===== config.mk =====
export PLATFORM = sky130hd
export DESIGN_NAME = ifu_fetch_flat
export DESIGN_NICKNAME = d
export VERILOG_FILES = /design/src/rtl/ifu_fetch_if.sv /design/src/rtl/ifu_fetch.sv /design/src/flat_wrapper.sv
export SDC_FILE = /design/constraint.sdc
export NUM_CORES = 1
export LEC_CHECK = 0
export ABC_AREA = 0
export BUFFER_PORTS_ARGS = -buffer_cell sky130_fd_sc_hd__buf_2
export CAP_MARGIN = 20
export CORE_MARGIN = 8
export CORE_UTILIZATION = 45
export DETAILED_ROUTE_END_ITERATION = 8
export PLACE_DENSITY = 0.77
export SLEW_MARGIN = 20
export SYNTH_ARGS = -nofsm -noshare
export SYNTH_HDL_FRONTEND = slang
export SYNTH_SLANG_ARGS = --single-unit

===== constraint.sdc =====
create_clock -name clk -period 3.62 [get_ports clk]
set_input_delay 0 -clock clk [delete_from_list [all_inputs] [get_ports clk]]
set_output_delay 0 -clock clk [all_outputs]
set_load 0.01 [all_outputs]

===== src/rtl/ifu_fetch_if.sv =====
// ifu_fetch_if: bundle of the instruction-fetch stage's three handshakes.
//   - pc_next_*  : next PC from write-back into the IFU
//   - imem_*     : request/grant + response to instruction memory
//   - inst_*     : fetched instruction out to the IDU
// Optional port inst_misalign exists only when IFU_MISALIGN_EN is defined.
//
// Handshake semantics: a transfer happens on a rising clk edge where the
// sender's valid (pc_next_valid, imem_req, inst_valid) and the receiver's
// ready (pc_next_ready, imem_gnt, inst_ready) are both high. The sender
// keeps payload stable while valid is high and ready is low. imem_rvalid is
// an unconditional response strobe (no back-pressure on read data).
interface ifu_fetch_if #(
  parameter int ISA_WIDTH = 32
);
  logic                 pc_next_valid;
  logic [ISA_WIDTH-1:0] pc_next;
  logic                 pc_next_ready;

  logic                 imem_req;
  logic [ISA_WIDTH-1:0] imem_addr;
  logic                 imem_gnt;
  logic                 imem_rvalid;
  logic [ISA_WIDTH-1:0] imem_rdata;

  logic                 inst_valid;
  logic [ISA_WIDTH-1:0] inst;
  logic [ISA_WIDTH-1:0] inst_pc;
  logic                 inst_ready;
`ifdef IFU_MISALIGN_EN
  logic                 inst_misalign;
`endif

  // IFU side
  modport master (
    input  pc_next_valid, pc_next,
    output pc_next_ready,
    output imem_req, imem_addr,
    input  imem_gnt, imem_rvalid, imem_rdata,
    output inst_valid, inst, inst_pc,
`ifdef IFU_MISALIGN_EN
    output inst_misalign,
`endif
    input  inst_ready
  );

  // Environment side (write-back, memory, IDU)
  modport slave (
    output pc_next_valid, pc_next,
    input  pc_next_ready,
    input  imem_req, imem_addr,
    output imem_gnt, imem_rvalid, imem_rdata,
    input  inst_valid, inst, inst_pc,
`ifdef IFU_MISALIGN_EN
    input  inst_misalign,
`endif
    output inst_ready
  );
endinterface


===== src/rtl/ifu_fetch.sv =====
// ifu_fetch: single-outstanding instruction fetch stage feeding the IDU.
// Holds the PC, issues one memory read per instruction, presents the word
// to the decoder and then waits for the next PC from write-back.
// Optional feature macro: IFU_MISALIGN_EN -- a misaligned next PC skips the
// memory read and is handed to the IDU flagged with inst_misalign.
// Reset: rst is asynchronous, active low.
module ifu_fetch #(
  parameter int                   ISA_WIDTH = 32,
  parameter logic [ISA_WIDTH-1:0] RESET_PC  = 32'h80000000
) (
  input  logic        clk,
  input  logic        rst,
  ifu_fetch_if.master bus,
  output logic [2:0]  dbg_state
);

  typedef enum logic [2:0] {
    S_IDLE  = 3'd0,
    S_FETCH = 3'd1,
    S_WAIT  = 3'd2,
    S_VALID = 3'd3,
    S_NEXT  = 3'd4
  } state_t;

  state_t               state;
  state_t               state_nxt;
  logic [ISA_WIDTH-1:0] pc;
  logic [ISA_WIDTH-1:0] inst_q;
  logic [ISA_WIDTH-1:0] inst_pc_q;

  // capture: load memory read data into the instruction register
  // accept : pc_next handshake completes this cycle
  logic capture;
  logic accept;
`ifdef IFU_MISALIGN_EN
  logic skip;          // accepted pc_next is misaligned, bypass the fetch
  logic misalign_q;
`endif

  // State register
  always_ff @(posedge clk or negedge rst) begin
    if (!rst) state <= S_IDLE;
    else      state <= state_nxt;
  end

  // Next-state and per-cycle control strobes
  always_comb begin
    state_nxt = state;
    capture   = 1'b0;
    accept    = 1'b0;
`ifdef IFU_MISALIGN_EN
    skip      = 1'b0;
`endif
    case (state)
      // one dead cycle after reset release
      S_IDLE: state_nxt = S_FETCH;
      // request held until granted; data may return with the grant
      S_FETCH: begin
        if (bus.imem_gnt) begin
          if (bus.imem_rvalid) begin
            capture   = 1'b1;
            state_nxt = S_VALID;
          end else begin
            state_nxt = S_WAIT;
          end
        end
      end
      S_WAIT: begin
        if (bus.imem_rvalid) begin
          capture   = 1'b1;
          state_nxt = S_VALID;
        end
      end
      S_VALID: begin
        if (bus.inst_ready) state_nxt = S_NEXT;
      end
      S_NEXT: begin
        if (bus.pc_next_valid) begin
          accept    = 1'b1;
          state_nxt = S_FETCH;
`ifdef IFU_MISALIGN_EN
          if (bus.pc_next[1:0] != 2'b00) begin
            skip      = 1'b1;
            state_nxt = S_VALID;
          end
`endif
        end
      end
      default: state_nxt = S_IDLE;
    endcase
  end

  // Program counter: keeps every bit of the accepted next PC
  always_ff @(posedge clk or negedge rst) begin
    if (!rst)        pc <= RESET_PC;
    else if (accept) pc <= bus.pc_next;
  end

  // Instruction word and its PC; stable while waiting on the IDU
  always_ff @(posedge clk or negedge rst) begin
    if (!rst) begin
      inst_q    <= '0;
      inst_pc_q <= '0;
    end else if (capture) begin
      inst_q    <= bus.imem_rdata;
      inst_pc_q <= pc;
`ifdef IFU_MISALIGN_EN
    end else if (skip) begin
      inst_q    <= '0;
      inst_pc_q <= bus.pc_next;
`endif
    end
  end

`ifdef IFU_MISALIGN_EN
  // Misalign flag: set on a skipped fetch, cleared on consume or real fetch
  always_ff @(posedge clk or negedge rst) begin
    if (!rst)                                      misalign_q <= 1'b0;
    else if (skip)                                 misalign_q <= 1'b1;
    else if (capture)                              misalign_q <= 1'b0;
    else if (state == S_VALID && bus.inst_ready)   misalign_q <= 1'b0;
  end

  assign bus.inst_misalign = misalign_q;
`endif

  // Moore outputs; the address is zeroed whenever no request is offered so
  // the whole output bundle reads 0 in reset and idle states.
  assign bus.imem_req      = (state == S_FETCH);
  assign bus.imem_addr     = bus.imem_req ? {pc[ISA_WIDTH-1:2], 2'b00} : '0;
  assign bus.inst_valid    = (state == S_VALID);
  assign bus.pc_next_ready = (state == S_NEXT);
  assign bus.inst          = inst_q;
  assign bus.inst_pc       = inst_pc_q;
  assign dbg_state         = state;

endmodule


===== src/flat_wrapper.sv =====
// flat-port wrapper written by rule: the top's interface ports become plain ports
module ifu_fetch_flat 
#(
  parameter int                   ISA_WIDTH = 32,
  parameter logic [ISA_WIDTH-1:0] RESET_PC  = 32'h80000000
)
  (clk, rst, dbg_state, bus_pc_next_valid, bus_pc_next, bus_pc_next_ready, bus_imem_req, bus_imem_addr, bus_imem_gnt, bus_imem_rvalid, bus_imem_rdata, bus_inst_valid, bus_inst, bus_inst_pc, bus_inst_ready);
  ifu_fetch_if #(.ISA_WIDTH(ISA_WIDTH)) bus_i ();
  input  logic clk;
  input  logic rst;
  output logic [2:0] dbg_state;
  input wire logic [$bits(bus_i.pc_next_valid)-1:0] bus_pc_next_valid;
  input wire logic [$bits(bus_i.pc_next)-1:0] bus_pc_next;
  output wire logic [$bits(bus_i.pc_next_ready)-1:0] bus_pc_next_ready;
  output wire logic [$bits(bus_i.imem_req)-1:0] bus_imem_req;
  output wire logic [$bits(bus_i.imem_addr)-1:0] bus_imem_addr;
  input wire logic [$bits(bus_i.imem_gnt)-1:0] bus_imem_gnt;
  input wire logic [$bits(bus_i.imem_rvalid)-1:0] bus_imem_rvalid;
  input wire logic [$bits(bus_i.imem_rdata)-1:0] bus_imem_rdata;
  output wire logic [$bits(bus_i.inst_valid)-1:0] bus_inst_valid;
  output wire logic [$bits(bus_i.inst)-1:0] bus_inst;
  output wire logic [$bits(bus_i.inst_pc)-1:0] bus_inst_pc;
  input wire logic [$bits(bus_i.inst_ready)-1:0] bus_inst_ready;
  assign bus_i.pc_next_valid = bus_pc_next_valid;
  assign bus_i.pc_next = bus_pc_next;
  assign bus_pc_next_ready = bus_i.pc_next_ready;
  assign bus_imem_req = bus_i.imem_req;
  assign bus_imem_addr = bus_i.imem_addr;
  assign bus_i.imem_gnt = bus_imem_gnt;
  assign bus_i.imem_rvalid = bus_imem_rvalid;
  assign bus_i.imem_rdata = bus_imem_rdata;
  assign bus_inst_valid = bus_i.inst_valid;
  assign bus_inst = bus_i.inst;
  assign bus_inst_pc = bus_i.inst_pc;
  assign bus_i.inst_ready = bus_inst_ready;
  ifu_fetch #(.ISA_WIDTH(ISA_WIDTH), .RESET_PC(RESET_PC)) u_core (.clk(clk), .rst(rst), .bus(bus_i), .dbg_state(dbg_state));
endmodule

== After elaboration in Yosys (flattened, before gate mapping) ==
Index checks and enable logic that the tools add are counted.

* Register bits after elaboration: 99
* Input bits: 70
* Output and inout bits: 102
* Logic and storage cells: 26

* Eq/ne operators: 8
* Muxes and demuxes: 12
* Reductions and logical operators: 2

{| class="wikitable"
|+ Operator list
! kind !! count
|-
| $mux 32 || 1
|-
| $pmux 3 s5 || 1
|-
| $mux 3 || 4
|-
| $eq 3x2->1 const B || 2
|-
| $ne 2x2->1 const B || 3
|-
| $mux 1 || 5
|-
| $reduce_and 4->1 || 1
|-
| $eq 3x1->1 const B || 1
|-
| $eq 3x3->1 const B || 1
|-
| $logic_not 3->1 || 1
|-
| $ne 2x1->1 const B || 1
|-
| $pmux 1 s2 || 1
|}

== Logic depth before layout (Yosys ltp) ==
Gate-level depths: netlist of run 1.

* Depth in word-level cells: 3
* Depth in mapped cells: 6
* Gate-level depth less buffers: 3

== Worst setup path before layout of run 1 ==
Ideal clock, no wire load.

* Kind: register to register
* From: register u_core.state[1] (netlist: u_core.dbg_state[1])
* To: register u_core.inst_pc_q[10] (netlist: u_core.bus.inst_pc[10])
* Library setup time: 0.125 ns
* Data arrival time: 1.542 ns
* Required time: 3.495 ns
* Setup slack: 1.953 ns
* Stages on the path, launching flop included: 7
* Buffers on the path: 3
* Period minus slack after synthesis: 1.667 ns
* Cells stage by stage: dfrtp_1 buf_6 nor2b_1 buf_6 o21ai_4 buf_12 mux2_4

* Cells in the longest elaborated chain, start to end: 2
* Elaborated cells on any way between the ends: 3
* Those cells by class: 2 x eq/ne; 1 x mux

{| class="wikitable"
|+ RTL lines
! item !! line !! text
|-
| from (decl) || ifu_fetch.sv:25 || <nowiki>state_t state;</nowiki>
|-
| from (signal assigned) || ifu_fetch.sv:43 || <nowiki>else state <= state_nxt;</nowiki>
|-
| $eq 3x2->1 or $eq 3x1->1 (tied branches) || ifu_fetch.sv:54 || <nowiki>case (state)</nowiki>
|-
| $pmux 1 s2 * || ifu_fetch.sv:54 ||
|-
| to (signal assigned) || ifu_fetch.sv:106 || <nowiki>inst_pc_q <= pc;</nowiki>
|-
| to (decl) || ifu_fetch.sv:29 || <nowiki>logic [ISA_WIDTH-1:0] inst_pc_q;</nowiki>
|}

Mark *: on every way between the ends. The rest lies on a longest branch, timed or not.
A chain may end at the register's enable or synchronous reset.

== Worst setup path in the final report of run 1 ==
* From: register u_core.state[1] (netlist: u_core.dbg_state[1])
* To: register u_core.inst_pc_q[6] (netlist: u_core.bus.inst_pc[6])

The elaborated chain is that of the path after synthesis.

==> results.yml, run 1 <==
timing:
  rsz0062_at_grt: "false"
  clock_skew_ps: 13.8
  max-slew-margin-rel_pct: 29.3
  fmax_ghz: 0.456
  min_period_over_period_pct: 60.6
  setup_viol: 0
  maxSlewViolCount: 0
  tns_ps: 0
  finalCriticalPeriod_ps: 2190
  whs_ps: 98.6
  tightestPinTransition_ps: 1060
  hold_viol: 0
run:
  max-cap-violations: 0
setup_path:
  worstPathCellList: "and3b_1, o21ai_4, mux2_2"
  crit_buf_inv: 0
  r2r_slack_ps: 1430
  crit_start: "u_core.dbg_state[1]$_DFFE_PN0P_"
  r2r_start: "u_core.dbg_state[1]$_DFFE_PN0P_"
  worst_path_dominant_cell_family: "compound AO/OA/AOI/OAI gates"
  r2r_cells: 3
  rr_endpoint: "u_core.bus.inst_pc[6]$_DFFE_PN0P_"
  cp_slowest_cell: "o21ai_4"
  cp-start-kind: "flip-flop"
  crit_type: "flip-flop to flip-flop"
  worstPathArrival_ps: 2440
  cpPeakStageDelay_ps: 840
  cp_max_fo: 24
  critical_path_cell_count: 3
  endpoint: "u_core.bus.inst_pc[6]$_DFFE_PN0P_"
  worst_ep_required_time_ps: 3870
  endpoint_kind: "flip-flop"
placement:
  port-buffer-count: 169
  place.gp.congestion: 0.793
  dp_hpwl_microns: 9070
drt:
  ant_nets: 0
  vias_per_cell: 5.31
  routedWlPerCell_microns: 18.3
  drt_iter0_drc: 282
  finalWirelength_microns: 14100
  vias: 4085
  dr.pass1.iters: 5
  drcViolationCount: 0
die:
  fp.dieW_microns: 117
  die_h_microns: 117
  io_pins: 172
  die-area_sq_um: 13800
  fp-row-count: 37
  initial_core_util_pct: 45.5
  coreArea_sq_um: 10100
clock_tree:
  path_clk_slew_ps: 90
  clock_latency_ps: 360
  clk_path_buf_depth: 2
  cts.sinks: 99
  cts_tree: "done"
  post_cts_buffers: 0
  h-tree-depth: 3
  cts_buffers: 9
  clock-root-buffer: "clkbuf_8"
synthesis:
  dominantRegCellSynth: "dfrtp_1"
  yosys.area.top_type: "dfrtp_1"
  synth_common_cells: "dfrtp_1, nand3_1, nand2_1"
  synth.most_common_cell: "dfrtp_1"
  synthTopCellsByArea: "dfrtp_1, nand3_1, mux2_4"
  syn_inst: 408
  ys_types: 28
  synth_edf_count: 0
  ys_seq_area_share_pct: 53.7
  synth_top_area_share_pct: 53.1
  postSynth.asyncResetShare_pct: 100
  synth_area_per_cell_sq_um: 11.3
  ys_ff_latch: 99
  netlist_area_sq_um: 4620
  ys_warn_count: 0
cells_and_area:
  drive_gt1_share_pct: 37.5
  area_growth_syn_to_layout_pct: 38.8
  final_nets: 697
grt:
  track_usage_pct: 20.5
  grt_max_degree: 62
  overflow: 0
  grt_pass1_vias: 4266
  grt_antenna_before_repair: 1
  grt_pass1_wl_microns: 21700
pwr:
  peakVddDrop_mv: 0.352
  p_per_area_nw_per_um2: 779
  p_leak_nw: 3.25
hold_path:
  hold_class: "input pin to flip-flop"
status:
  outcome: "completed"
[repair_timing]
item                      4_1_cts  5_1_grt
hold endpoints to repair      124        0
resized for setup               0        0
hold buffers                   67        0
[cells in the final DEF (no fill, tap or decap), types with 11 or more instances in the layout]
cell type / instances
buf_2: 168
dfrtp_1: 98
nand3_1: 80
dlygate4sd3_1: 67
nand2_1: 41
o211ai_1: 40
and2_1: 32
mux2_4: 20
mux2_1: 18
mux2_2: 18
buf_4: 11
[worst min-delay path by stage]
stage | start | endpoint | slack, ps | cells past startpoint
2_1_floorplan | rst | u_core.bus.inst[0]$_DFFE_PN0P_ | -300 | 0
3_3_place_gp | rst | u_core.bus.inst[22]$_DFFE_PN0P_ | 120 | 1
3_5_place_dp | rst | u_core.bus.inst[22]$_DFFE_PN0P_ | 130 | 1
4_1_cts | bus_imem_gnt | u_core.dbg_state[0]$_DFFE_PN0P_ | 80 | 3
5_1_grt | bus_imem_gnt | u_core.dbg_state[0]$_DFFE_PN0P_ | 80 | 3
6_report | bus_imem_gnt | u_core.dbg_state[0]$_DFFE_PN0P_ | 100 | 3
[layer usage]
layer | track usage (%) | wire, microns | vias to the layer above
met4 | 13.0 | 584 | 0
met5 | 0 | 0 | -
li1 | - | - | 1861
met3 | 3.64 | 957 | 46
met2 | 35.8 | 7430 | 197
met1 | 22.5 | 5100 | 1981
[flip-flops by register name (all words and copies together) (netlist names)]
signal,count
u_core.bus.inst,32
u_core.bus.inst_pc,32
u_core.pc,32
u_core.dbg_state,3
[cell type report]
class / count / area [sq um]
clock buffer: 12 / 145
clock inverter: 4 / 98.8
inverter: 2 / 7.51
sequential: 99 / 2480
timing repair buffer: 246 / 1590
multi-input combinational: 269 / 1910
tap: 136 / 170
antenna: 1 / 2.50
fill: 769 / 3730
[worst reg2reg max path: stages (launching register included)]
cell	delay [ps]
dfrtp_1	560
and3b_1	260
o21ai_4	840
mux2_2	430
[cells by family after synthesis]
group	after synthesis	synth area share (%)
compound gates	46	7.64
buf+inv	41	5.26
flops	99	53.7
mux	56	15.3
other cells	1	0.0812
simple gates	165	18.0
[power breakdown]
group	internal (mW)	switching [mW]
combinational	1.01	1.18
clock	0.480	0.369
sequential	1.58	0.361
[stage by stage]
step | total power, mW | std cells | utilization [%] | setup slack, ps | instance area (sq um)
2_1_floorplan | 3.29 | 409 | - | 1950 | 4620
3_3_place_gp | 3.97 | 685 | 54.1 | 1470 | 5490
3_5_place_dp | 4.09 | 685 | 54.1 | 1420 | 5490
4_1_cts | 5.01 | 768 | 63.2 | 1410 | 6400
5_1_grt | 5.31 | 769 | 63.2 | 1310 | 6410
6_report | 4.99 | 769 | 63.2 | 1430 | 6410
Power figures use the tool's default switching activity.
==> run 2: changes to the inputs <==
==> constraint.sdc (replaced) <==
create_clock -name clk -period 2.04 [get_ports clk]
set_input_delay 0 -clock clk [delete_from_list [all_inputs] [get_ports clk]]
set_output_delay 0 -clock clk [all_outputs]
set_load 0.01 [all_outputs]
==> results.yml, run 2 (synthesis gave the netlist of run 1 again) <==
cells_and_area:
  final_cell_mix: "buf_2, dfrtp_1, nand3_1"
  layoutNonFillerInstCount: 770
  finish.utilization_pct: 63.5
  num_antenna_cells: 0
  final_cell_area_sq_um: 6430
  area_growth_syn_to_layout_pct: 39.3
  final_nets: 699
  mostFrequentLayoutCell: "buf_2"
  drive_gt1_share_pct: 38.0
drt:
  drcViolationCount: 0
  finalWirelength_microns: 14100
  vias_per_cell: 5.28
  vias: 4068
  drt_iter0_drc: 254
  ant_nets: 0
  routedWlPerCell_microns: 18.3
  dr.pass1.iters: 4
timing:
  tightestPinTransition_ps: 530
  layout_setup_ws_ps: 256
  setup_viol: 0
  hold_viol: 0
  rsz0062_at_grt: "false"
  max-slew-margin-rel_pct: 64.6
  clock_skew_ps: 8.42
  min_period_over_period_pct: 87.5
  finalCriticalPeriod_ps: 1780
  tns_ps: 0
  whs_ps: 102
  fmax_ghz: 0.560
  maxSlewViolCount: 0
grt:
  grt_max_degree: 65
  track_usage_pct: 20.8
  grt_pass1_vias: 4281
  overflow: 0
  grt_antenna_before_repair: 0
  grt_pass1_wl_microns: 22200
clock_tree:
  cts_buffers: 9
  clk_path_buf_depth: 2
  clock-root-buffer: "clkbuf_8"
  h-tree-depth: 3
  path_clk_slew_ps: 90
  post_cts_buffers: 0
  cts_tree: "done"
  clock_latency_ps: 360
  cts.sinks: 99
setup_path:
  rr_endpoint: "u_core.dbg_state[2]$_DFFE_PN0P_"
  worst_ep_required_time_ps: 2040
  r2r_cells: 4
  endpoint_kind: "primary output"
  worstPathArrival_ps: 1780
  r2r_start: "u_core.dbg_state[0]$_DFFE_PN0P_"
  crit_type: "flip-flop to primary output"
  cp_max_fo: 31
  cp-start-kind: "flip-flop"
  r2r_slack_ps: 290
placement:
  dp_hpwl_microns: 9100
  port-buffer-count: 169
  dp_slack_ps: 331
  post_dp_cell_area_sq_um: 5550
  dp_cells: 687
  place.gp.congestion: 0.771
hold_path:
  hold_start: "bus_imem_gnt"
  hold_class: "input pin to flip-flop"
  holdPathStages: 3
  whs_endpoint: "u_core.dbg_state[0]$_DFFE_PN0P_"
status:
  outcome: "completed"
die:
  initial_core_util_pct: 45.5
  die_h_microns: 117
  io_pins: 172
  die-area_sq_um: 13800
  fp.dieW_microns: 117
  coreArea_sq_um: 10100
  fp-row-count: 37
pwr:
  peakVddDrop_mv: 0.529
  finalPower_mw: 8.73
  p_leak_nw: 3.26
  p_per_area_nw_per_um2: 1360
run:
  max-cap-violations: 0
[run 2: cell count changes in the layout (fill, tap and decap cells not counted), sizes merged]
cell and delta:
bufinv -2, inv +3, clkinvlp +1, clkbuf -2, diode -1, buf +2
[run 2: power by group]
| group | total, mW | switching (mW) | leakage (nW) | internal (mW) |
|---|---|---|---|---|
| registers | 3.44 | 0.633 | 1.19 | 2.81 |
| clock network | 1.32 | 0.704 | 0.105 | 0.616 |
| logic | 3.97 | 2.12 | 1.97 | 1.85 |
[run 2: worst max path at each step]
stage                                     from                                 end  slack, ps  cells after the start
2_1_floorplan  u_core.dbg_state[1]$_DFFE_PN0P_  u_core.bus.inst_pc[10]$_DFFE_PN0P_        370                      6
5_1_grt        u_core.dbg_state[0]$_DFFE_PN0P_                   bus_imem_addr[28]        140                      5
3_3_place_gp   u_core.dbg_state[1]$_DFFE_PN0P_  u_core.bus.inst_pc[17]$_DFFE_PN0P_        390                      4
3_5_place_dp   u_core.dbg_state[1]$_DFFE_PN0P_  u_core.bus.inst_pc[20]$_DFFE_PN0P_        330                      4
4_1_cts        u_core.dbg_state[0]$_DFFE_PN0P_                    bus_imem_addr[3]        230                      5
6_report       u_core.dbg_state[0]$_DFFE_PN0P_                   bus_imem_addr[28]        260                      5
[run 2: routing by layer]
| layer | vias to the layer above | wire (microns) | GRT usage, % |
|---|---|---|---|
| met2 | 171 | 7540 | 37.0 |
| li1 | 1877 | - | - |
| met1 | 1982 | 5180 | 23.2 |
| met3 | 38 | 858 | 3.18 |
| met4 | 0 | 531 | 11.9 |
| met5 | - | 0 | 0 |
[run 2: timing repair]
item | in CTS | in global routing
endpoints found under the hold margin | 101 | 0
hold buffers | 67 | 0
resized for setup | 0 | 0
[run 2: cell type report]
cell class,instances,area [sq um]
fill,778,3700
sequential,99,2480
multi-input combinational,269,1910
timing repair buffer,248,1660
tap,136,170
clock buffer,10,138
clock inverter,6,71.3
inverter,2,7.51
[run 2: critical path, cell delays in order, from the launching register on]
cell and delay [ps]:
dfrtp_1 520, inv_1 110, nor3_2 160, buf_4 300, and2_1 200, buf_2 140
==> run 3: changes to the inputs <==
--- a/config.mk
+++ b/config.mk
@@ -11,7 +11,7 @@
 export CORE_MARGIN = 8
 export CORE_UTILIZATION = 45
 export DETAILED_ROUTE_END_ITERATION = 8
-export PLACE_DENSITY = 0.77
+export PLACE_DENSITY = 0.79
 export SLEW_MARGIN = 20
 export SYNTH_ARGS = -nofsm -noshare
 export SYNTH_HDL_FRONTEND = slang
==> results.yml, run 3 (synthesis gave the netlist of run 1 again) <==
status:
  outcome: "completed"
hold_path:
  hold_class: "input pin to flip-flop"
grt:
  grt_max_degree: 52
  grt_antenna_before_repair: 0
  grt_pass1_wl_microns: 22100
  grt_pass1_vias: 4466
  overflow: 0
  track_usage_pct: 20.9
pwr:
  p_leak_nw: 3.26
  power_frac_clock_pct: 13.9
  p_switching_mw: 3.43
  seqPwrFrac_pct: 40.0
  switching_share_pct: 39.8
  p_per_area_nw_per_um2: 1340
  pwr-share-comb_pct: 46.1
  peakVddDrop_mv: 0.716
  intPower_mw: 5.19
timing:
  finalCriticalPeriod_ps: 1800
  rsz0062_at_grt: "false"
  maxSlewViolCount: 0
  tns_ps: 0
  clock_skew_ps: 6.14
  hold_viol: 0
  min_period_over_period_pct: 88.1
  whs_ps: 84.9
  fmax_ghz: 0.557
  tightestPinTransition_ps: 511
  setup_viol: 0
  max-slew-margin-rel_pct: 65.9
placement:
  dp_hpwl_microns: 9030
  port-buffer-count: 169
  post_dp_cell_area_sq_um: 5570
  place.gp.congestion: 0.857
cells_and_area:
  finish.utilization_pct: 63.5
  mostFrequentLayoutCell: "buf_2"
  final_cell_area_sq_um: 6430
  area_growth_syn_to_layout_pct: 39.3
  num_antenna_cells: 0
  final_nets: 700
  area.sequential_sq_um: 2480
  fillers: 757
  final_cell_mix: "buf_2, dfrtp_1, nand3_1"
  multi_input_comb_area_sq_um: 1910
  drive_gt1_share_pct: 38.0
die:
  die_h_microns: 117
  fp.dieW_microns: 117
  die-area_sq_um: 13800
  initial_core_util_pct: 45.5
  coreArea_sq_um: 10100
  io_pins: 172
  fp-row-count: 37
clock_tree:
  cts_buffers: 9
  cts_tree: "done"
  post_cts_buffers: 0
  cts.sinks: 99
  path_clk_slew_ps: 90
  h-tree-depth: 3
  clk_path_buf_depth: 2
  clock-root-buffer: "clkbuf_8"
  clock_latency_ps: 360
setup_path:
  r2r_slack_ps: 310
  worstPathArrival_ps: 1800
  worstPathCellList: "inv_1, nor3_2, buf_4, and2_1, buf_2"
  cp-start-kind: "flip-flop"
  endpoint_kind: "primary output"
  cpPeakStageDelay_ps: 510
  crit_type: "flip-flop to primary output"
  cp_max_fo: 31
  cp_slowest_cell: "dfrtp_1"
  worst_ep_required_time_ps: 2040
drt:
  drt_iter0_drc: 341
  finalWirelength_microns: 14100
  vias_per_cell: 5.35
  vias: 4122
  ant_nets: 0
  dr.pass1.iters: 6
  routedWlPerCell_microns: 18.3
  drcViolationCount: 0
run:
  max-cap-violations: 0
run 3: cell types whose count changed in the layout (fill, tap and decap cells not counted), sizes merged:
cell / previous run / this run
clkinv: 1 / 2
bufinv: 1 / 0
buf: 181 / 182
clkbuf: 10 / 12
inv: 5 / 3
run 3: final cells by class:
class	instances	share of cell area, %
clock inverters	4	0.525
repair buffers	249	26.1
multi-input cells	269	29.7
inverters	2	0.117
flip-flops and latches	99	38.5
clock buffers	12	2.41
well taps	136	2.64
run 3: timing repair:
action	in CTS	in global routing
hold buffers	67	0
endpoints found under the setup margin	0	0
resized for setup	0	0
endpoints found under the hold margin	163	0
run 3: worst max-delay path: cells and delay by family, from the launching register on:
kind | cells | cell delay [ps]
buffers and inverters | 3 | 580
flip-flops | 1 | 510
AND/OR/NAND/NOR | 2 | 360
run 3: per-layer routing:
metal,vias to the layer above,global-route usage [%],wire [microns]
met4,0,14.3,684
met3,58,4.62,861
met1,1981,23.4,5250
li1,1878,-,-
met2,205,34.9,7280
met5,-,0,0
run 3: worst paths after layout:
path                                                   start                           endpoint  cells after the start
max                          u_core.dbg_state[0]$_DFFE_PN0P_                  bus_imem_addr[23]                      5
min                                             bus_imem_gnt    u_core.dbg_state[0]$_DFFE_PN0P_                      3
max reg2reg                  u_core.dbg_state[0]$_DFFE_PN0P_    u_core.dbg_state[2]$_DFFE_PN0P_                      4
min reg2reg                u_core.bus.inst_pc[5]$_DFFE_PN0P_  u_core.bus.inst_pc[5]$_DFFE_PN0P_                      1
max in group asynchronous                                rst          u_core.pc[31]$_DFFE_PN1P_                      3
min in group asynchronous                                rst    u_core.bus.inst[22]$_DFFE_PN0P_                      2
run 3: power groups by stage:
stage | logic [mW] | clock network, mW | registers [mW]
2_1_floorplan | 2.26 | 0 | 3.58
3_3_place_gp | 3.72 | 0 | 3.40
3_5_place_dp | 3.86 | 0 | 3.47
4_1_cts | 3.96 | 1.23 | 3.45
5_1_grt | 4.36 | 1.32 | 3.57
6_report | 3.97 | 1.19 | 3.45
run 3: per-stage QoR:
step	setup slack (ps)	cells	total power [mW]
5_1_grt	111	771	9.25
3_5_place_dp	347	688	7.33
3_3_place_gp	389	688	7.13
2_1_floorplan	373	409	5.83
6_report	243	771	8.62
4_1_cts	240	771	8.64
